`src/rtl/data_sync_pkg.sv`:
```
// Shared constants and helpers for the multi-channel bus synchroniser.
package data_sync_pkg;

  localparam int unsigned EN_LEVEL  = 0;
  localparam int unsigned EN_TOGGLE = 1;

  // Low bit of channel ch inside a packed NUM_CH*width bus.
  function automatic int unsigned slice_lo(input int unsigned ch, input int unsigned width);
    return ch * width;
  endfunction

endpackage

```
`src/rtl/data_sync_ch.sv`:
```
// One channel: qualifier synchroniser, event detect, bus capture,
// valid/ready hold register, toggle ack and sticky overrun.
module data_sync_ch
  import data_sync_pkg::*;
#(
  parameter int unsigned NUM_STAGES = 2,
  parameter int unsigned BUS_WIDTH  = 8,
  parameter int unsigned EN_MODE    = EN_LEVEL,
  parameter int unsigned OVERWRITE  = 0
) (
  input  logic                 clk,
  input  logic                 rst,
  input  logic                 bus_enable,
  input  logic [BUS_WIDTH-1:0] unsync_bus,
  input  logic                 out_ready,
  input  logic                 clear_ovr,
  output logic [BUS_WIDTH-1:0] sync_bus,
  output logic                 enable_pulse,
  output logic                 out_valid,
  output logic                 ack_toggle,
  output logic                 overrun
);

  if (NUM_STAGES < 2) begin : g_bad_stages
    $error("data_sync_ch: NUM_STAGES must be at least 2");
  end
  if ((EN_MODE != EN_LEVEL) && (EN_MODE != EN_TOGGLE)) begin : g_bad_mode
    $error("data_sync_ch: EN_MODE must be 0 or 1");
  end

  logic [NUM_STAGES-1:0] sync_q, sync_d;
  logic                  edge_q, edge_d;
  logic [BUS_WIDTH-1:0]  data_q, data_d;
  logic                  pulse_q, pulse_d;
  logic                  valid_q, valid_d;
  logic                  ack_q, ack_d;
  logic                  ovr_q, ovr_d;

  logic qual_c, evt_c, ovr_evt_c, capture_c, xfer_c;

  always_comb begin
    sync_d    = {sync_q[NUM_STAGES-2:0], bus_enable};
    qual_c    = sync_q[NUM_STAGES-1];
    edge_d    = qual_c;
    evt_c     = (EN_MODE == EN_TOGGLE) ? (qual_c ^ edge_q) : (qual_c & ~edge_q);
    xfer_c    = valid_q & out_ready;
    ovr_evt_c = evt_c & valid_q & ~out_ready;
    // On overrun the held word is only replaced when overwriting is enabled.
    capture_c = evt_c & (~ovr_evt_c | (OVERWRITE != 0));

    data_d  = data_q;
    pulse_d = capture_c;
    ack_d   = ack_q ^ capture_c;
    valid_d = valid_q;
    ovr_d   = ovr_q;

    if (capture_c) begin
      data_d  = unsync_bus;
      valid_d = 1'b1;
    end else if (xfer_c) begin
      valid_d = 1'b0;
    end

    if (ovr_evt_c) begin
      ovr_d = 1'b1;
    end else if (clear_ovr) begin
      ovr_d = 1'b0;
    end
  end

  always_ff @(posedge clk) begin
    if (rst) begin
      sync_q  <= '0;
      edge_q  <= 1'b0;
      data_q  <= '0;
      pulse_q <= 1'b0;
      valid_q <= 1'b0;
      ack_q   <= 1'b0;
      ovr_q   <= 1'b0;
    end else begin
      sync_q  <= sync_d;
      edge_q  <= edge_d;
      data_q  <= data_d;
      pulse_q <= pulse_d;
      valid_q <= valid_d;
      ack_q   <= ack_d;
      ovr_q   <= ovr_d;
    end
  end

  assign sync_bus     = data_q;
  assign enable_pulse = pulse_q;
  assign out_valid    = valid_q;
  assign ack_toggle   = ack_q;
  assign overrun      = ovr_q;

endmodule

```
`src/rtl/data_sync_mc.sv`:
```
// NUM_CH independent bus synchroniser channels in the destination clock domain.
module data_sync_mc
  import data_sync_pkg::*;
#(
  parameter int unsigned NUM_CH     = 2,
  parameter int unsigned NUM_STAGES = 2,
  parameter int unsigned BUS_WIDTH  = 8,
  parameter int unsigned EN_MODE    = EN_LEVEL,
  parameter int unsigned OVERWRITE  = 0
) (
  input  logic                          clk,
  input  logic                          rst,
  input  logic [NUM_CH-1:0]             bus_enable,
  input  logic [NUM_CH*BUS_WIDTH-1:0]   unsync_bus,
  output logic [NUM_CH*BUS_WIDTH-1:0]   sync_bus,
  output logic [NUM_CH-1:0]             enable_pulse,
  output logic [NUM_CH-1:0]             out_valid,
  input  logic [NUM_CH-1:0]             out_ready,
  output logic [NUM_CH-1:0]             ack_toggle,
  output logic [NUM_CH-1:0]             overrun,
  input  logic [NUM_CH-1:0]             clear_ovr
);

  for (genvar c = 0; c < NUM_CH; c++) begin : g_ch
    localparam int unsigned lo = slice_lo(32'(c), BUS_WIDTH);

    data_sync_ch #(
      .NUM_STAGES (NUM_STAGES),
      .BUS_WIDTH  (BUS_WIDTH),
      .EN_MODE    (EN_MODE),
      .OVERWRITE  (OVERWRITE)
    ) u_ch (
      .clk          (clk),
      .rst          (rst),
      .bus_enable   (bus_enable[c]),
      .unsync_bus   (unsync_bus[lo +: BUS_WIDTH]),
      .out_ready    (out_ready[c]),
      .clear_ovr    (clear_ovr[c]),
      .sync_bus     (sync_bus[lo +: BUS_WIDTH]),
      .enable_pulse (enable_pulse[c]),
      .out_valid    (out_valid[c]),
      .ack_toggle   (ack_toggle[c]),
      .overrun      (overrun[c])
    );
  end

endmodule
```
`config.mk`:
```
export PLATFORM = sky130hd
export DESIGN_NAME = data_sync_mc
export DESIGN_NICKNAME = d
export VERILOG_FILES = /design/src/rtl/data_sync_pkg.sv /design/src/rtl/data_sync_ch.sv /design/src/rtl/data_sync_mc.sv
export SDC_FILE = /design/constraint.sdc
export NUM_CORES = 1
export LEC_CHECK = 0
export CAP_MARGIN = 20
export CORE_MARGIN = 4
export CORE_UTILIZATION = 38
export DETAILED_ROUTE_END_ITERATION = 8
export PLACE_DENSITY = 0.74
export SLEW_MARGIN = 10
export SYNTH_ARGS = -nofsm -noshare
export SYNTH_HDL_FRONTEND = slang
export SYNTH_SLANG_ARGS = --single-unit
```
`constraint.sdc`:
```
create_clock -name clk -period 1.1 [get_ports clk]
set_input_delay 0.165 -clock clk [delete_from_list [all_inputs] [get_ports clk]]
set_output_delay 0.165 -clock clk [all_outputs]
set_load 0.01 [all_outputs]
```
==> metrics.txt, run 1 <==
status completed; Hold WC Path Type input port to flip-flop; crit path from g_ch[1].u_ch.edge_q; Root Buffer Master clkbuf_4; worst reg-to-reg setup slack 3 ps; number of flops mapped to enable cells by yosys 0; post-DP HPWL 1910 um; # setup viols final 0; Arr. time, crit path 1370 ps; drt pass-1 iters 4; Critical Path End Type flip-flop; crit path to g_ch[1].u_ch.sync_bus[5]; Max-cap violations 0; synth cell count leaders dfxtp_1 (30), a21oi_1 (18), o21ai_0 (16); count leader, synth dfxtp_1; clock buffer count from CTS 5; data required time of the worst path 1370 ps; Synth Cell Area 1200 um2; first-pass GRT wire length 4800 um; per-cell routed wire length 13.1 um; Max VDD drop 0.637 mV; CORE AREA 3030 um2; Iter 0 DRT Violations 74; top cells by area, synth dfxtp_1 (50%), a21oi_1 (7.5%), o21ai_0 (6.7%); row cnt 20; P per Cell Area 1190 nW/um2; I/O pin cnt 48; Num Clock Sinks 30; Post-Synthesis Cells 127; clock slew at reported path FFs 100 ps; DR vias 1085; Final ANT Viol Nets 0; Synth cell types 20; final hold viol count 0; Residual DRC 0; relative slew slack 0.741; Tcrit/Tclk final 0.997; Antenna Cells 0; Top FF cell, synth dfxtp_1; GRT overflow 0; initial core utilization 0.397; Leak 0.000684 uW; cell breakdown of the critical path nand2b_4, or3b_4, a21oi_2; Core Util, Final 0.582; Async S/R FF share, synth 0; Crit path max-delay family simple AND/OR/NAND/NOR gates; initial antenna violation count 0; GRT Total Usage 0.151; Buf/Inv on CP 0; Layout Area Growth over Synthesis 46.7%; Mapped Nets 151; vias in the first global route 1019; CTS tree built; top achievable clock speed 912 MHz; sequential area share after synthesis 0.500; final wirelength 2920 um; die area 4120 um2; WP depth 3; R2R Path Start g_ch[1].u_ch.edge_q; CP Max Fanout 5; clk buf depth 2; Die W 64.2 um; syn avg cell area 9.46 um2; H-Tree Depth 2; Power Total 2090 uW; CTS Hold Buffers Added 0; pin count of the biggest net entering global routing 15; max incr delay on CP 400 ps; Reg2Reg Depth 3; RSZ-0062 raised after global routing true; GP Congestion 0.816; slew of the pin with the lowest slew margin 388 ps; minimum clock period 1100 ps; WS Path Type flip-flop to flip-flop; routed vias/inst 4.89; Skew-Pair Late Insertion Delay 330 ps; PortBufs 47; Die Y-Extent 64.2 um; top cell type's share of synthesized area 0.500; Synth area leader dfxtp_1; layout filler cell count 293; Yosys reg bits 30; Slew Limit Fails 0; Warnings, synthesis 0; nets 201; crit path max-delay cell type or3b_4; setup TNS 0 ps; skew final 13.8 ps; startpoint types flip-flop; share of cells above drive strength 1 0.354; FF-to-FF End g_ch[1].u_ch.sync_bus[5]
-- stage by stage --
step	instances	area [um2]	hold slack [ps]	setup WS, ps
floorplan	127	1200	293	1.17
global placement	207	1660	423	-322
detailed placement	207	1660	425	-330
CTS	218	1760	386	-10.8
global route	222	1760	390	-38.5
finish	222	1760	392	3.20
-- cell usage in the layout (no fill, tap or decap), types with 2 or more instances in the layout --
| cell | instances |
|---|---|
| a21oi_1 | 14 |
| a21oi_2 | 4 |
| buf_2 | 4 |
| buf_4 | 8 |
| clkbuf_2 | 15 |
| clkbuf_4 | 5 |
| clkdlybuf4s15_1 | 2 |
| clkdlybuf4s15_2 | 3 |
| clkdlybuf4s50_1 | 22 |
| dfxtp_1 | 22 |
| dfxtp_2 | 6 |
| dfxtp_4 | 2 |
| nand2b_1 | 2 |
| nand2b_4 | 2 |
| nand3b_1 | 8 |
| nor2_1 | 8 |
| nor2b_1 | 10 |
| nor2b_4 | 4 |
| nor3_1 | 2 |
| o21ai_0 | 12 |
| o21ai_1 | 4 |
| or3b_1 | 6 |
| or3b_4 | 2 |
-- sequential cells by signal, summed over array words and instances (netlist names) --
register,flops
g_ch.u_ch.overrun,2
g_ch.u_ch.ack_toggle,2
g_ch.u_ch.enable_pulse,2
g_ch.u_ch.out_valid,2
g_ch.u_ch.sync_q,4
g_ch.u_ch.sync_bus,16
g_ch.u_ch.edge_q,2
-- worst reg2reg max path: cells and delay by family, from the launching register on --
family | cells | cell delay [ps]
compound gates | 1 | 140
flops | 1 | 350
simple gates | 2 | 560
-- per-layer routing --
metal  routed length [um]  vias to the layer above  GRT usage
li1                     -                      532          -
met1                 1240                      501      0.173
met2                 1380                       46      0.243
met3                  260                        6     0.0773
met4                   38                        0     0.0475
met5                    0                        -          0
-- cell type report --
cell class	count	area, um2	area share
Inverter	1	3.75	0.00213
Tap cell	44	55.1	0.0312
Clock buffer	6	51.3	0.0291
Multi-Input combinational cell	83	571	0.324
Timing Repair Buffer	56	453	0.257
Clock inverter	2	12.5	0.00710
Sequential cell	30	616	0.349
-- power breakdown --
part / total (uW) / internal [uW] / switching (uW) / leakage [uW]
registers: 1140 / 1120 / 20.9 / 0.000249
logic: 269 / 161 / 109 / 0.000401
clock network: 681 / 307 / 374 / 0.0000343
total: 2090 / 1590 / 503 / 0.000684
-- worst min path at each step --
stage | startpoint | endpoint | slack [ps] | cells past startpoint
3_3_place_gp | g_ch[0].u_ch.sync_q[0] | g_ch[0].u_ch.sync_q[1] | 420 | 1
5_1_grt | bus_enable[0] | g_ch[0].u_ch.sync_q[0] | 390 | 2
6_report | bus_enable[0] | g_ch[0].u_ch.sync_q[0] | 390 | 2
2_1_floorplan | bus_enable[0] | g_ch[0].u_ch.sync_q[0] | 290 | 1
3_5_place_dp | g_ch[0].u_ch.sync_q[0] | g_ch[0].u_ch.sync_q[1] | 430 | 1
4_1_cts | bus_enable[0] | g_ch[0].u_ch.sync_q[0] | 390 | 2
-- cell families after synthesis --
| family | Yosys count | share of synthesized area |
|---|---|---|
| DFF | 30 | 0.500 |
| and+or+nand+nor | 41 | 0.232 |
| AOI/OAI and AO/OA | 35 | 0.149 |
| muxes | 2 | 0.0187 |
| buffers and inverters | 19 | 0.100 |
-- timing repair --
action / CTS / global route
gates resized for setup: 55 / 47
buffers inserted: 0 / 2
pin swaps: 0 / 10
endpoints found under the setup margin: 33 / 39
gates cloned: 3 / 2
endpoints found under the hold margin: 0 / 0
Power figures use the tool's default switching activity.
==> run 2: changes to the inputs <==
--- a/config.mk
+++ b/config.mk
@@ -7,9 +7,9 @@
 export LEC_CHECK = 0
 export CAP_MARGIN = 20
 export CORE_MARGIN = 4
-export CORE_UTILIZATION = 38
+export CORE_UTILIZATION = 42
 export DETAILED_ROUTE_END_ITERATION = 8
-export PLACE_DENSITY = 0.74
+export PLACE_DENSITY = 0.78
 export SLEW_MARGIN = 10
 export SYNTH_ARGS = -nofsm -noshare
 export SYNTH_HDL_FRONTEND = slang
==> constraint.sdc (replaced) <==
create_clock -name clk -period 1.25 [get_ports clk]
set_input_delay 0.1875 -clock clk [delete_from_list [all_inputs] [get_ports clk]]
set_output_delay 0.1875 -clock clk [all_outputs]
set_load 0.01 [all_outputs]
==> run 2 against run 1 <==
  * Wire length down 12%
  * Clock skew down 12 ps
  * Via count down 7.2%
  * Clock power down 26%
  * Worst setup slack better by 58 ps
  * Critical path type unchanged
  * Critical endpoint is now g_ch[1].u_ch.sync_bus[6]
  * Largest cell class unchanged
  * Highest routed layer unchanged
==> metrics.txt, run 2 (same netlist as run 1, synthesis figures left out) <==
status completed; grt met3 use 0.0545; Antenna Cells 0; initial core utilization 0.439; pin count of the biggest net entering global routing 21; commonest non-fill, non-tap cells in the layout dfxtp_1 (30), dlygate4sd2_1 (24), clkdlybuf4s50_1 (23), a21oi_1 (17), o21ai_0 (16); Residual DRC 0; Root Buffer Master clkbuf_4; final hold viol count 0; data required time of the worst path 1500 ps; setup TNS 0 ps; Critical Path End Type flip-flop; CP Max Fanout 13; I/O pin cnt 48; H-Tree Depth 2; # setup viols final 0; Die Y-Extent 61.5 um; DR vias 1007; die area 3780 um2; Leak 0.000721 uW; Power Total 1720 uW; Slew Limit Fails 0; GP Congestion 0.762; drt pass-1 iters 4; most used routing layer in global routing met2; clk buf depth 2; clock slew at reported path FFs 80 ps; first-pass GRT wire length 4120 um; skew final 1.86 ps; Die W 61.5 um; CORE AREA 2730 um2; row cnt 19; Final ANT Viol Nets 0; PortBufs 47; Tcrit/Tclk final 0.951; Max-cap violations 0; GR Layer Usage met2 0.245; GRT overflow 0; P per Cell Area 1030 nW/um2; commonest non-fill, non-tap cell in the layout dfxtp_1; slew of the pin with the lowest slew margin 235 ps; final instance area 1670 um2; Num Clock Sinks 30; dpl cell area 1640 um2; max reg flops 16; Max VDD drop 0.743 mV; post-DP HPWL 1870 um; Skew-Pair Late Insertion Delay 310 ps; minimum clock period 1190 ps; share of cells above drive strength 1 0.0994; GRT Total Usage 0.151; top achievable clock speed 841 MHz; nets 195; per-cell routed wire length 12.7 um; relative slew slack 0.842; Hold WC Path Type input port to flip-flop; initial antenna violation count 0; clock buffer count from CTS 5; CTS tree built; global routing met1 resource utilization 0.172; RSZ-0062 raised after global routing false; Layout Area Growth over Synthesis 39.3%; final wirelength 2570 um; Arr. time, crit path 1440 ps; startpoint types flip-flop; Iter 0 DRT Violations 32; routed vias/inst 4.99; vias in the first global route 1014; WS Path Type flip-flop to flip-flop
==> run 2: cell types whose count changed in the layout (fill, tap and decap cells not counted), sizes merged <==
| cell | before | now |
|---|---|---|
| buf | 13 | 8 |
| clkbuf | 21 | 7 |
| clkdlybuf4s15 | 5 | 0 |
| clkdlybuf4s50 | 22 | 23 |
| clkinv | 1 | 0 |
| clkinvlp | 1 | 0 |
| dlygate4sd2 | 0 | 24 |
| dlymetal6s2s | 1 | 0 |
| nand2b | 5 | 3 |
| nor2b | 15 | 12 |
==> run 2: worst paths after layout <==
kind	from	endpoint	slack (ps)	cells past startpoint
max	g_ch[1].u_ch.out_valid	g_ch[1].u_ch.sync_bus[6]	60	4
min	bus_enable[0]	g_ch[0].u_ch.sync_q[0]	420	2
max reg2reg	g_ch[1].u_ch.out_valid	g_ch[1].u_ch.sync_bus[6]	60	4
min reg2reg	g_ch[1].u_ch.sync_q[0]	g_ch[1].u_ch.sync_q[1]	440	1
==> run 2: power breakdown <==
group	internal, uW	total, uW	switching [uW]
sequential	988	1000	15.3
clock	212	502	290
combinational	131	215	84.5
==> run 2: area by class of cell <==
type	instances	area, um2
fill	241	1060
sequential	30	601
timing repair buffer	55	500
multi-input combinational	78	484
clock buffer	7	45.0
tap	31	38.8
inverter	1	3.75
==> run 2: critical path, stage by stage, from the launching register on <==
cell and delay (ps):
dfxtp_1 330, nor2b_4 160, buf_4 140, or3b_1 380, a21oi_2 120
==> run 2: per-layer routing <==
metal	vias up	wire (um)
li1	507	-
met1	451	1130
met2	44	1150
met3	5	253
met4	0	38
met5	-	0
==> run 2: repair_timing <==
item,4_1_cts,5_1_grt
hold buffers,0,0
endpoints found under the hold margin,0,0
buffers inserted,0,2
resized for setup,24,1
setup endpoints to repair,24,1
pin swaps,0,0
==> run 2: through the flow <==
step	std cells	utilization	hold WS [ps]	setup slack (ps)
finish	202	0.612	424	60.8
global route	202	0.612	403	15.4
CTS	200	0.605	408	78.9
detailed placement	193	0.600	433	-189
global placement	193	0.600	428	-160
floorplan	127	-	316	135
